File: config.mk
export PLATFORM = sky130hd
export DESIGN_NAME = id_stage_pipe
export DESIGN_NICKNAME = d
export VERILOG_FILES = /design/src/rtl/id_stage_pipe.sv
export SDC_FILE = /design/constraint.sdc
export NUM_CORES = 2
export LEC_CHECK = 0
export BUFFER_PORTS_ARGS = -buffer_cell sky130_fd_sc_hd__buf_2
export CAP_MARGIN = 25
export CORE_ASPECT_RATIO = 1.75
export CORE_UTILIZATION = 30
export DETAILED_ROUTE_END_ITERATION = 6
export PLACE_DENSITY = 0.54
export RECOVER_POWER = 25
export SETUP_SLACK_MARGIN = 0.15
export SLEW_MARGIN = 20
export SYNTH_ARGS = -nofsm -noshare
export SYNTH_HDL_FRONTEND = slang
export SYNTH_SLANG_ARGS = --single-unit
File: constraint.sdc
create_clock -name CLK -period 3.5 [get_ports CLK]
set_clock_uncertainty 0.15 [all_clocks]
set_input_delay 1.05 -clock CLK [delete_from_list [all_inputs] [get_ports CLK]]
set_output_delay 1.05 -clock CLK [all_outputs]
set_load 0.01 [all_outputs]
File: src/rtl/id_stage_pipe.sv
// id_stage_pipe: pipelined MIPS instruction-decode stage.
//   Holds the architectural register file (write-back port with same-cycle
//   bypass), decodes destination / write enable / immediate, detects load-use
//   hazards and registers the result into an ID/EX register with a
//   valid/ready handshake.
// Ports:
//   CLK, RST (async, active-low)
//   InValid/InReady/Ins       - upstream instruction handshake
//   Flush                     - drop ID/EX contents, block capture
//   WbEn/WbAdr/WbData         - register-file write-back port
//   ExLoad/ExWadr             - load in EX and its destination (hazard check)
//   OutReady/OutValid         - downstream handshake
//   OutRdata1/2, OutEd, OutWadr, OutWen, OutOpcode, OutFunct - decoded bundle
//   StallCnt                  - saturating count of hazard-stall cycles

// One register read port: R0 reads zero, a same-cycle write-back wins over
// the stored value.
module id_rd_port #(
  parameter int DATA_W = 32,
  parameter int NREG   = 32
) (
  input  logic [4:0]                  adr_i,
  input  logic [NREG-1:0][DATA_W-1:0] rf_i,
  input  logic                        wb_en_i,
  input  logic [4:0]                  wb_adr_i,
  input  logic [DATA_W-1:0]           wb_data_i,
  output logic [DATA_W-1:0]           data_o
);
  localparam int         AW    = (NREG > 1) ? $clog2(NREG) : 1;
  localparam logic [5:0] NREG6 = 6'(NREG);

  always_comb begin
    data_o = '0;
    if (adr_i != 5'd0) begin
      if (wb_en_i && (wb_adr_i == adr_i))  data_o = wb_data_i;
      else if ({1'b0, adr_i} < NREG6)      data_o = rf_i[adr_i[AW-1:0]];
    end
  end
endmodule

module id_stage_pipe #(
  parameter int DATA_W = 32,
  parameter int NREG   = 32,
  parameter int CNT_W  = 16
) (
  input  logic              CLK,
  input  logic              RST,
  input  logic              InValid,
  output logic              InReady,
  input  logic [31:0]       Ins,
  input  logic              Flush,
  input  logic              WbEn,
  input  logic [4:0]        WbAdr,
  input  logic [DATA_W-1:0] WbData,
  input  logic              ExLoad,
  input  logic [4:0]        ExWadr,
  input  logic              OutReady,
  output logic              OutValid,
  output logic [DATA_W-1:0] OutRdata1,
  output logic [DATA_W-1:0] OutRdata2,
  output logic [DATA_W-1:0] OutEd,
  output logic [4:0]        OutWadr,
  output logic              OutWen,
  output logic [5:0]        OutOpcode,
  output logic [5:0]        OutFunct,
  output logic [CNT_W-1:0]  StallCnt
);
  localparam int         AW    = (NREG > 1) ? $clog2(NREG) : 1;
  localparam logic [5:0] NREG6 = 6'(NREG);

  localparam logic [5:0] OP_RTYPE = 6'h00;
  localparam logic [5:0] OP_JAL   = 6'h03;
  localparam logic [5:0] OP_BEQ   = 6'h04;
  localparam logic [5:0] OP_BNE   = 6'h05;
  localparam logic [5:0] OP_BGTZ  = 6'h07;
  localparam logic [5:0] OP_ANDI  = 6'h0C;
  localparam logic [5:0] OP_ORI   = 6'h0D;
  localparam logic [5:0] OP_XORI  = 6'h0E;
  localparam logic [5:0] OP_SW    = 6'h2B;
  localparam logic [5:0] FN_JR    = 6'h08;

  // Register file
  logic [NREG-1:0][DATA_W-1:0] rf_q;
  logic                        wb_hit;

  assign wb_hit = WbEn && (WbAdr != 5'd0);

  always_ff @(posedge CLK or negedge RST) begin
    if (!RST) rf_q <= '0;
    else if (wb_hit && ({1'b0, WbAdr} < NREG6)) rf_q[WbAdr[AW-1:0]] <= WbData;
  end

  // Decode fields
  logic [5:0] op, fn;
  logic [4:0] rs, rt;
  assign op = Ins[31:26];
  assign fn = Ins[5:0];
  assign rs = Ins[25:21];
  assign rt = Ins[20:16];

  // Read ports (rs, rt)
  logic [1:0][4:0]        rd_adr;
  logic [1:0][DATA_W-1:0] rd_data;
  assign rd_adr = {rt, rs};

  for (genvar p = 0; p < 2; p++) begin : g_rd
    id_rd_port #(.DATA_W(DATA_W), .NREG(NREG)) u_rd (
      .adr_i    (rd_adr[p]),
      .rf_i     (rf_q),
      .wb_en_i  (WbEn),
      .wb_adr_i (WbAdr),
      .wb_data_i(WbData),
      .data_o   (rd_data[p])
    );
  end

  logic [4:0]        wadr_d;
  logic              wen_d;
  logic [DATA_W-1:0] ed_d;
  logic              rt_used, hazard, adv, capture, stall;

  always_comb begin
    wadr_d = rt;
    if (op == OP_RTYPE)    wadr_d = Ins[15:11];
    else if (op == OP_JAL) wadr_d = 5'd31;

    wen_d = ((op == OP_RTYPE) && (fn != FN_JR)) || (op == OP_JAL) ||
            ((op > OP_BGTZ) && (op != OP_SW));

    // Logical immediates zero-extend; everything else sign-extends
    if ((op == OP_ANDI) || (op == OP_ORI) || (op == OP_XORI))
      ed_d = DATA_W'(Ins[15:0]);
    else
      ed_d = DATA_W'($signed(Ins[15:0]));

    rt_used = (op == OP_RTYPE) || (op == OP_BEQ) || (op == OP_BNE) || (op == OP_SW);
    hazard  = ExLoad && (ExWadr != 5'd0) &&
              ((ExWadr == rs) || (rt_used && (ExWadr == rt)));
  end

  // Output register
  logic              valid_q;
  logic [DATA_W-1:0] rd1_q, rd2_q, ed_q;
  logic [4:0]        wadr_q, rs_q, rt_q;
  logic              wen_q;
  logic [5:0]        op_q, fn_q;
  logic [CNT_W-1:0]  stall_q;

  assign adv     = !valid_q || OutReady;
  assign InReady = adv && !hazard && !Flush;
  assign capture = InValid && InReady;
  assign stall   = InValid && hazard && adv && !Flush;

  always_ff @(posedge CLK or negedge RST) begin
    if (!RST) begin
      valid_q <= 1'b0;
      rd1_q   <= '0;
      rd2_q   <= '0;
      ed_q    <= '0;
      wadr_q  <= '0;
      wen_q   <= 1'b0;
      op_q    <= '0;
      fn_q    <= '0;
      rs_q    <= '0;
      rt_q    <= '0;
    end else if (Flush) begin
      valid_q <= 1'b0;
    end else if (capture) begin
      valid_q <= 1'b1;
      rd1_q   <= rd_data[0];
      rd2_q   <= rd_data[1];
      ed_q    <= ed_d;
      wadr_q  <= wadr_d;
      wen_q   <= wen_d;
      op_q    <= op;
      fn_q    <= fn;
      rs_q    <= rs;
      rt_q    <= rt;
    end else if (OutReady) begin
      valid_q <= 1'b0;
    end else if (valid_q && wb_hit) begin
      // Held operands track write-backs so EX sees current values on release
      if (WbAdr == rs_q) rd1_q <= WbData;
      if (WbAdr == rt_q) rd2_q <= WbData;
    end
  end

  always_ff @(posedge CLK or negedge RST) begin
    if (!RST)                        stall_q <= '0;
    else if (stall && (stall_q != '1)) stall_q <= stall_q + 1'b1;
  end

  assign OutValid  = valid_q;
  assign OutRdata1 = rd1_q;
  assign OutRdata2 = rd2_q;
  assign OutEd     = ed_q;
  assign OutWadr   = wadr_q;
  assign OutWen    = wen_q;
  assign OutOpcode = op_q;
  assign OutFunct  = fn_q;
  assign StallCnt  = stall_q;
endmodule

==> results.toml <==
[route]
wl_per_cell_um = 31.92
drt-vias-per-instance = 5.746
highest_layer = "met5"
ant_nets = 0
vias = 41250
wl_met1_um = 86850
drt_iter0_markers = 3182
wl_um = 229200
drc_errors = 0
dr.pass1.iters = 7
dr_wl_met2_um = 114500
route.met3.wl_um = 14390

[cts]
clkSlewWorstSetupHoldPaths_ns = 0.06
htreeDepth = 3
cts_tree = "done"
cts-root-buf = "clkbuf_16"
cts_max_path_buffers = 3
cts_buffers = 110
ctsHoldBuffers = 0
clock_latency_ns = 0.75
clock-sinks = 1144

[critical_path]
path_class = "in -> out"
cp_data_required_time_ns = 2.30
cp-end-kind = "output port"
arrival_ns = 2.46
max_stage_delay_ns = 0.57
slowest_stage = "or4_4"
path_cells = "buf_8 -> xnor2_4 -> nand4_1 -> or4_4 -> o2111a_1 -> buf_6"
path_max_fanout = 2
start_kind = "input pin"

[logic_synthesis]
netlist.area_leader.share_pct = 47.83
ys_ff_latch = 1144
synth-seq-area-share_pct = 47.83
avgSynthCellArea_um2 = 13.93
synth.area.top_cells = "dfrtp_1 (48%), mux2_2 (22%), mux4_2 (14%)"
synthFlopType = "dfrtp_1"
async_flop_share_pct = 100.0
synth_nets = 4378
yosys_warnings = 0
netlist_area_um2 = 59860
synth_cells = 4296
synth.largest_area_cell = "dfrtp_1"
synth_edf_count = 0
ys_types = 62

[timing]
setup_viol = 1
tightest_slew_ns = 2.922
period_needed_ns = 3.663
hold_viol_final = 0
maxSlewViolCount = 29
finalCritPeriodShare_pct = 104.7
rsz0062_at_grt = "yes"
layout_setup_ws_ns = -0.1629
tns_ns = -0.1629
fmax_mhz = 273.0
relSlewSlack_pct = -94.77

[floorplan]
core-area_um2 = 198100
die_h_um = 592.9
initial_core_util_pct = 30.22
row_count = 216
ioPinCount = 213
dieArea_um2 = 201400
dieWidth_um = 339.7

[power_and_ir_drop]
swShare_pct = 28.76
powerDensity_nw_per_um2 = 549.1
netSwitchingPower_uw = 11090
comb_power_share_pct = 21.2
pwr-share-seq_pct = 45.7
clkPwrFrac_pct = 33.1
intPower_uw = 27470
finalPower_uw = 38560
vdd_drop_max_uv = 489.1
leakage_uw = 0.03068

[worst_hold_path]
hold_class = "reg -> reg"

[grt]
grt_use_total_pct = 22.52
grt_pass1_wl_um = 327000
overflow = 0
grt_pass1_vias = 43080
antenna_found_initial = 20
grt_start_max_net_pins = 99

[layout]
layout-drive-gt1-share_pct = 51.78
synthToLayoutAreaGrowth_pct = 17.33
utilization_pct = 35.45
final_nets = 4547
instances_no_fill = 7179

[placement]
io_buffers = 212
dpl.cell_count = 6967
gp_congestion = 0.8586
post-dp-hpwl_um = 146000

[status]
violations = "max-capacitance violations, max-slew violations, negative setup slack"
status = "complete, but fails checks"

[run]
maxCapViolCount = 1
==> path summary, 6_finish.rpt <==
check                      slack (ns)  cells past startpoint      start      endpoint
max                             -0.16                      6    Ins[18]       InReady
min                              0.25                      0   rf_q[30]      rf_q[30]
max reg2reg                      1.12                      6  rf_q[743]  OutRdata2[7]
min reg2reg                      0.25                      0   rf_q[30]      rf_q[30]
max in group asynchronous        0.08                      2        RST       rf_q[2]
min in group asynchronous        1.25                      1        RST     rf_q[923]
==> power groups by stage <==
stage	Combinational [uW]	Sequential (uW)	Clock, uW
after detailed placement	8190	17800	0
after CTS	8230	17600	13000
final	8180	17600	12800
after floorplan	5670	17200	0
after global routing	8720	17900	13500
after global placement	8040	17700	0
==> placed cells by master (no fill, tap or decap), types with 44 or more instances in the layout <==
master        n
o22ai_1     240
dfrtp_1    1144
clkbuf_16   113
nor3_1       53
mux2_2     1179
a22o_1       54
mux2i_1     119
o21ai_0      44
buf_4       196
nand2_1     126
buf_2       201
buf_12      120
mux4_2      376
nor2_1       82
==> cell usage after synthesis, drive strengths merged (5+ instances only) <==
cell	instances
o221ai	29
buf	251
a22o	54
clkbuf	241
nand3b	5
mux2	1179
a2bb2oi	6
a211oi	36
a21oi	6
nor2b	13
nor3b	5
o21ai	47
xor2	29
nor3	53
inv	7
nor4	7
a221o	31
mux4	376
dfrtp	1144
o22ai	240
nand4	10
or2	8
a22oi	39
nor2	99
nand3	23
nand2	145
o31ai	27
and3	5
mux2i	119
a2111oi	5
xnor2	16
nand2b	14
==> stage by stage <==
step                      instance area [um^2]  worst slack, ns  hold WS, ns
final                                    70230          -0.1629       0.2463
after global routing                     70220          -0.1946       0.2571
after CTS                                70230         -0.09470      0.09875
after detailed placement                 66420          -0.2592       0.2340
after global placement                   66420          -0.2384       0.2301
after floorplan                          59880          0.05849       0.2913
==> flip-flops by register name, summed over array words and instances, names as in the netlist <==
name,cells
OutRdata2,32
rt_q,5
OutWen,1
rf_q,1024
StallCnt,16
rs_q,5
OutOpcode,6
OutWadr,5
OutEd,17
OutValid,1
OutRdata1,32
==> area by class of cell <==
type                       count  area (um^2)
sequential                  1144        28630
timing repair buffer         549         5152
fill                       19080       127900
multi-input combinational   2653        29340
antenna                        9        22.52
clock buffer                 157         3273
inverter                       7        26.28
tap                         2616         3273
clock inverter                44        510.5
==> routing by layer <==
metal / global-route usage (%) / vias to the layer above
met1: 26.91 / 22250
met4: 11.65 / 18
met3: 3.677 / 569
met2: 38.91 / 1669
met5: 0 / -
li1: - / 16740
==> worst max-delay path, delay by kind of cell <==
kind / cells / cell delay [ns]
and+or+nand+nor: 2 / 0.72
AOI/OAI and AO/OA: 1 / 0.29
buffers and inverters: 2 / 0.24
xor gates and xnor gates: 1 / 0.15
==> cells by family after synthesis <==
family / Yosys count / synth area share [%]
AOI/OAI and AO/OA: 533 / 6.373
adders and majority gates: 1 / 0.02090
buffers and inverters: 499 / 3.717
muxes: 1674 / 38.32
xor gates and xnor gates: 45 / 0.6710
and+or+nand+nor: 400 / 3.073
DFF: 1144 / 47.83
==> repair_timing <==
action                     4_1_cts  5_1_grt
setup endpoints to repair        1        1
resized for setup                4       11
buffers inserted                 1        1
pin swaps                        6        5
(Power assumes the default switching activity.)
